--- config.mk ---
export PLATFORM = sky130hd
export DESIGN_NAME = hyper_txn_sched
export DESIGN_NICKNAME = d
export VERILOG_FILES = /design/src/rtl/hyper_txn_sched.sv
export SDC_FILE = /design/constraint.sdc
export NUM_CORES = 1
export LEC_CHECK = 0
export CORE_UTILIZATION = 42
export DETAILED_ROUTE_END_ITERATION = 6
export PLACE_DENSITY = 0.81
export REMOVE_ABC_BUFFERS = 1
export SLEW_MARGIN = 20
export SYNTH_ARGS = -nofsm -noshare
export SYNTH_HDL_FRONTEND = slang
export SYNTH_SLANG_ARGS = --single-unit
--- constraint.sdc ---
create_clock -name sys_clk_i -period 2 [get_ports sys_clk_i]
set_input_delay 0.3 -clock sys_clk_i [delete_from_list [all_inputs] [get_ports sys_clk_i]]
set_output_delay 0.3 -clock sys_clk_i [all_outputs]
set_load 0.05 [all_outputs]
--- src/rtl/hyper_txn_sched.sv ---
// hyper_txn_sched: round-robin scheduler turning requester commands into HyperBus uDMA cfg-register writes.
// Define HYPER_SCHED_TIMEOUT_EN to add the WAIT_EOT watchdog with CLR write and error pulse.
module hyper_txn_sched #(
    parameter int NB_REQ         = 2,
    parameter int L2_AWIDTH_NOAL = 19,
    parameter int TRANS_SIZE     = 20,
    parameter int TIMEOUT_CYCLES = 65535,
    localparam int PW            = $clog2(NB_REQ)
) (
    input  logic                                  sys_clk_i,
    input  logic                                  rst_i,
    input  logic [NB_REQ-1:0]                     req_valid_i,
    output logic [NB_REQ-1:0]                     req_ready_o,
    input  logic [NB_REQ-1:0]                     req_rd_i,
    input  logic [NB_REQ-1:0][31:0]               req_ext_addr_i,
    input  logic [NB_REQ-1:0][L2_AWIDTH_NOAL-1:0] req_l2_addr_i,
    input  logic [NB_REQ-1:0][TRANS_SIZE-1:0]     req_size_i,
    output logic [NB_REQ-1:0]                     req_done_o,
    output logic [NB_REQ-1:0]                     req_err_o,
    output logic                                  cfg_valid_o,
    output logic [4:0]                            cfg_addr_o,
    output logic [31:0]                           cfg_data_o,
    output logic                                  cfg_rwn_o,
    input  logic                                  cfg_ready_i,
    input  logic                                  evt_eot_i,
    output logic                                  busy_o,
    output logic [PW-1:0]                         cur_req_o
);

    if (NB_REQ < 2 || NB_REQ > 8 || TIMEOUT_CYCLES < 1 || TIMEOUT_CYCLES > 65535) begin : g_param_chk
        $error("hyper_txn_sched: NB_REQ or TIMEOUT_CYCLES out of range");
    end

    typedef enum logic [3:0] {
        S_IDLE     = 4'd0,
        S_W_EXT    = 4'd1,
        S_W_SADDR  = 4'd2,
        S_W_SIZE   = 4'd3,
        S_W_CFG    = 4'd4,
        S_WAIT_EOT = 4'd5,
        S_DONE     = 4'd6
`ifdef HYPER_SCHED_TIMEOUT_EN
        ,
        S_W_CLR    = 4'd7,
        S_ERR      = 4'd8
`endif
    } state_e;

    state_e                    state_q, state_d;
    logic [PW-1:0]             rr_ptr_q, rr_ptr_d;
    logic [PW-1:0]             cur_q, cur_d;
    logic                      rd_q, rd_d;
    logic [31:0]               ext_q, ext_d;
    logic [L2_AWIDTH_NOAL-1:0] l2_q, l2_d;
    logic [TRANS_SIZE-1:0]     size_q, size_d;
`ifdef HYPER_SCHED_TIMEOUT_EN
    logic [15:0]               cnt_q, cnt_d;
`endif

    logic [NB_REQ-1:0] grant_s;
    logic [PW-1:0]     gidx_s;
    logic              any_s;
    logic [NB_REQ-1:0] ready_s, done_s, err_s;
    logic              cfg_valid_s;
    logic [4:0]        cfg_addr_s;
    logic [31:0]       cfg_data_s;

    // Round-robin search for the first valid requester at or after rr_ptr_q
    always_comb begin
        int idx_v;
        idx_v   = 0;
        grant_s = '0;
        gidx_s  = '0;
        any_s   = 1'b0;
        for (int i = 0; i < NB_REQ; i++) begin
            idx_v = int'(rr_ptr_q) + i;
            if (idx_v >= NB_REQ) begin
                idx_v = idx_v - NB_REQ;
            end else begin
                idx_v = idx_v;
            end
            if (!any_s && req_valid_i[PW'(idx_v)]) begin
                any_s  = 1'b1;
                gidx_s = PW'(idx_v);
            end else begin
                any_s  = any_s;
            end
        end
        if (any_s) begin
            grant_s[gidx_s] = 1'b1;
        end else begin
            grant_s = '0;
        end
    end

    // Next-state, capture and cfg-port decode
    always_comb begin
        state_d     = state_q;
        rr_ptr_d    = rr_ptr_q;
        cur_d       = cur_q;
        rd_d        = rd_q;
        ext_d       = ext_q;
        l2_d        = l2_q;
        size_d      = size_q;
`ifdef HYPER_SCHED_TIMEOUT_EN
        cnt_d       = cnt_q;
`endif
        ready_s     = '0;
        done_s      = '0;
        err_s       = '0;
        cfg_valid_s = 1'b0;
        cfg_addr_s  = 5'h00;
        cfg_data_s  = 32'h0000_0000;
        case (state_q)
            S_IDLE: begin
                ready_s = grant_s;
                if (any_s) begin
                    cur_d  = gidx_s;
                    rd_d   = req_rd_i[gidx_s];
                    ext_d  = req_ext_addr_i[gidx_s];
                    l2_d   = req_l2_addr_i[gidx_s];
                    size_d = req_size_i[gidx_s];
                    if (gidx_s == PW'(NB_REQ - 1)) begin
                        rr_ptr_d = '0;
                    end else begin
                        rr_ptr_d = gidx_s + PW'(1);
                    end
                    // Zero-length commands complete without touching the controller
                    if (req_size_i[gidx_s] == '0) begin
                        state_d = S_DONE;
                    end else begin
                        state_d = S_W_EXT;
                    end
                end else begin
                    state_d = S_IDLE;
                end
            end
            S_W_EXT: begin
                cfg_valid_s = 1'b1;
                cfg_addr_s  = 5'h08;
                cfg_data_s  = ext_q;
                state_d     = cfg_ready_i ? S_W_SADDR : S_W_EXT;
            end
            S_W_SADDR: begin
                cfg_valid_s = 1'b1;
                cfg_addr_s  = rd_q ? 5'h00 : 5'h04;
                cfg_data_s  = 32'(l2_q);
                state_d     = cfg_ready_i ? S_W_SIZE : S_W_SADDR;
            end
            S_W_SIZE: begin
                cfg_valid_s = 1'b1;
                cfg_addr_s  = rd_q ? 5'h01 : 5'h05;
                cfg_data_s  = 32'(size_q);
                state_d     = cfg_ready_i ? S_W_CFG : S_W_SIZE;
            end
            S_W_CFG: begin
                cfg_valid_s = 1'b1;
                cfg_addr_s  = rd_q ? 5'h02 : 5'h06;
                cfg_data_s  = 32'h0000_0010;
`ifdef HYPER_SCHED_TIMEOUT_EN
                cnt_d       = 16'h0000;
`endif
                state_d     = cfg_ready_i ? S_WAIT_EOT : S_W_CFG;
            end
            S_WAIT_EOT: begin
                if (evt_eot_i) begin
                    state_d = S_DONE;
`ifdef HYPER_SCHED_TIMEOUT_EN
                end else if (cnt_q == 16'(TIMEOUT_CYCLES)) begin
                    state_d = S_W_CLR;
                end else begin
                    cnt_d   = cnt_q + 16'd1;
                    state_d = S_WAIT_EOT;
`else
                end else begin
                    state_d = S_WAIT_EOT;
`endif
                end
            end
            S_DONE: begin
                done_s[cur_q] = 1'b1;
                state_d       = S_IDLE;
            end
`ifdef HYPER_SCHED_TIMEOUT_EN
            S_W_CLR: begin
                cfg_valid_s = 1'b1;
                cfg_addr_s  = rd_q ? 5'h02 : 5'h06;
                cfg_data_s  = 32'h0000_0020;
                state_d     = cfg_ready_i ? S_ERR : S_W_CLR;
            end
            S_ERR: begin
                err_s[cur_q] = 1'b1;
                state_d      = S_IDLE;
            end
`endif
            default: begin
                state_d = S_IDLE;
            end
        endcase
    end

    // State and captured-command registers
    always_ff @(posedge sys_clk_i) begin
        if (rst_i) begin
            state_q  <= S_IDLE;
            rr_ptr_q <= '0;
            cur_q    <= '0;
            rd_q     <= 1'b0;
            ext_q    <= 32'h0000_0000;
            l2_q     <= '0;
            size_q   <= '0;
`ifdef HYPER_SCHED_TIMEOUT_EN
            cnt_q    <= 16'h0000;
`endif
        end else begin
            state_q  <= state_d;
            rr_ptr_q <= rr_ptr_d;
            cur_q    <= cur_d;
            rd_q     <= rd_d;
            ext_q    <= ext_d;
            l2_q     <= l2_d;
            size_q   <= size_d;
`ifdef HYPER_SCHED_TIMEOUT_EN
            cnt_q    <= cnt_d;
`endif
        end
    end

    assign req_ready_o = ready_s;
    assign req_done_o  = done_s;
`ifdef HYPER_SCHED_TIMEOUT_EN
    assign req_err_o   = err_s;
`else
    assign req_err_o   = err_s & {NB_REQ{1'b0}};
`endif
    assign cfg_valid_o = cfg_valid_s;
    assign cfg_addr_o  = cfg_addr_s;
    assign cfg_data_o  = cfg_data_s;
    assign cfg_rwn_o   = 1'b0;
    assign busy_o      = (state_q != S_IDLE);
    assign cur_req_o   = cur_q;

endmodule

==> run_results.csv <==
group,metric,value,unit
run_status,status,"finished, final reports clean",
routing,drt-wirelength-per-cell,17.5,um
routing,drc,0,
power_and_ir_drop,power,5.38,mW
global_route,grt_usage,27.3,%
cells_and_area,finalNetCount,853,
global_route,grt_pass1_wl,22200,um
global_route,antenna_found_initial,0,
critical_path,reg2reg_slack,0.06,ns
timing,slew_violations,0,
cells_and_area,fin_area,7100,um2
timing,rsz0062_at_grt,"yes",
synth,syn_inst,527,
synth,synth_area_leaders,"dfxtp_1 36%, nor2_1 8.5%, a311oi_1 7.6%",
power_and_ir_drop,vdd_drop_max,0.400,mV
floorplan,dieHeight,103,um
floorplan,io_pins,197,
clock_tree,cts.sinks,77,
timing,max_freq,0.500,GHz
timing,setup-violations-final,0,
cells_and_area,seq_area,1550,um2
clock_tree,cts_tree,"yes",
routing,ant_nets,0,
routing,vias_per_cell,5.69,
cells_and_area,fill_cells,754,
synth,ys_types,31,
floorplan,fp.dieArea,10600,um2
cells_and_area,diodes,0,
clock_tree,path_clk_slew,0.08,ns
timing,min_period,2.00,ns
clock_tree,worstSkewPairLatency,0.35,ns
synth,ys_async_sr_fraction,0,%
critical_path,path_class,"reg2out",
floorplan,chipWidth,103,um
clock_tree,cts_hold_buffers,0,
cells_and_area,multi_input_area,2520,um2
routing,dr.pass1.iters,5,
global_route,grt_max_degree,48,
floorplan,rows,36,
synth,synth.most_common_cell,"nor2_1",
run,drv_cap,0,
critical_path,end_kind,"output pin",
cells_and_area,final_layout_size_suffix_gt1_share,21.9,%
power_and_ir_drop,power_leakage,2.69,nW
timing,tightest_slew,0.574,ns
placed_design,dp_hpwl,10300,um
global_route,grt_pass1_vias,4664,
clock_tree,cts_max_path_buffers,2,
synth,syn_avg_cell_area,8.11,um2
routing,drt-initial-drc-count,172,
clock_tree,cts_made_buffers,9,
critical_path,worstPathRequired,1.70,ns
synth,ys.flop_type,"dfxtp_1",
critical_path,path_max_fanout,14,
synth,netlist_area,4270,um2
synth,synth_edf_count,0,
synth,synth_top_area_share,36.1,%
cells_and_area,syn_to_final_growth,66.2,%
timing,finalCritPeriodShare,100,%
clock_tree,htreeDepth,3,
power_and_ir_drop,power_density,757,nW/um2
critical_path,start_kind,"register",
synth,ys_seq_area_share,36.1,%
global_route,grt-ovfl-total,0,
floorplan,initial_core_util,43.5,%
synth,synth_area_leader_cell,"dfxtp_1",
timing,slew_headroom,61.4,%
floorplan,core_area,9820,um2
timing,fin_skew,0.00904,ns
timing,final-hold-violation-count,0,
placed_design,gp_congestion,0.845,
synth,yosys_warnings,0,
placed_design,io_buffers,191,
hold_path,hold_class,"in2reg",
timing,fin_setup_tns,0,ns
synth,netlist_top_cells_count,"97 x nor2_1, 77 x dfxtp_1, 55 x nand2_1",
routing,via_count,4781,
routing,wirelength,14700,um
synth,yosys_register_bits,77,
critical_path,critPathArrivalTime,1.70,ns
clock_tree,cts_root_buf,"clkbuf_8",
placed_design,dpl_cell_area,6710,um2
[area by class of cell]
class                      count  share of cell area, %
multi-input combinational    388                   35.5
clock buffer                  12                   2.20
tap                          133                   2.34
sequential                    77                   21.9
timing repair buffer         222                   37.2
clock inverter                 3                  0.617
inverter                       5                  0.264
[registers in the layout (all words and copies together), names as in the netlist]
name and cells:
rr_ptr_q 1, cur_req_o 1, size_q 20, state_q 3, rd_q 1, l2_q 19, ext_q 32
[worst max-delay path, cell delays in order, from the launching register on]
cell and delay (ns):
dfxtp_4 0.37, buf_6 0.12, clkbuf_2 0.14, inv_2 0.08, and3_4 0.28, a22o_1 0.19
buf_6 0.16
[report_power, final]
group	total (mW)	leakage, nW	internal (mW)	switching (mW)
combinational	2.22	1.94	1.08	1.15
clock	1.22	0.102	0.648	0.577
sequential	1.93	0.640	1.76	0.176
total	5.38	2.69	3.48	1.90
[routing by layer]
metal / global-route usage, % / share of wire, %
met5: 0 / 0
met4: 13.1 / 2.8
met3: 4.47 / 6.2
met2: 47.7 / 52
met1: 32.5 / 39
[final timing paths]
path,startpoint,end,depth (start not counted)
worst max-delay path,state_q[1],cfg_data_o[19],6
worst min-delay path,rst_i,rr_ptr_q,2
worst max register to register,state_q[0],ext_q[21],7
worst min register to register,ext_q[8],ext_q[8],2
[layout by cell type, fill, tap and decap left out, drive strengths merged, types with 4 or more instances in the layout]
master         instances
and2                  13
clkdlybuf4s50        147
nand2                 55
o22ai                  4
nor2                  97
mux2                  20
a311oi                47
nand3                 48
buf                   73
mux2i                 26
a21oi                  5
dfxtp                 77
clkbuf                14
a211oi                25
inv                    5
conb                   4
nor4                  11
a22oi                 19
[metrics by stage]
| step | instances | hold WS (ns) | worst slack [ns] | util [%] |
|---|---|---|---|---|
| after floorplan | 470 | 0.368 | -2.55 | - |
| after global placement | 820 | 0.478 | -0.00878 | 68.3 |
| after detailed placement | 820 | 0.487 | -0.0181 | 68.3 |
| after CTS | 837 | 0.254 | 0.00381 | 70.9 |
| after global routing | 840 | 0.267 | -0.0962 | 72.3 |
| final | 840 | 0.260 | 0.000212 | 72.3 |
[what timing repair did]
item	in CTS	in global routing
buffers inserted	1	3
pin swaps	2	2
endpoints found under the setup margin	32	23
gates resized for setup	12	35
gates cloned	1	0
[cells by family (layout without fill, tap and decap cells)]
group                     count (synthesis)  after routing  share of synthesized area (%)
DFF                                      77             77                           36.1
muxes                                    46             46                           11.4
buffers and inverters                    65            242                           7.61
AOI/OAI and AO/OA                       104            104                           20.8
xor gates and xnor gates                  2              2                          0.410
and+or+nand+nor                         232            232                           23.7
other                                     1              4                         0.0877
No activity file was read; power rests on OpenSTA's default activity.
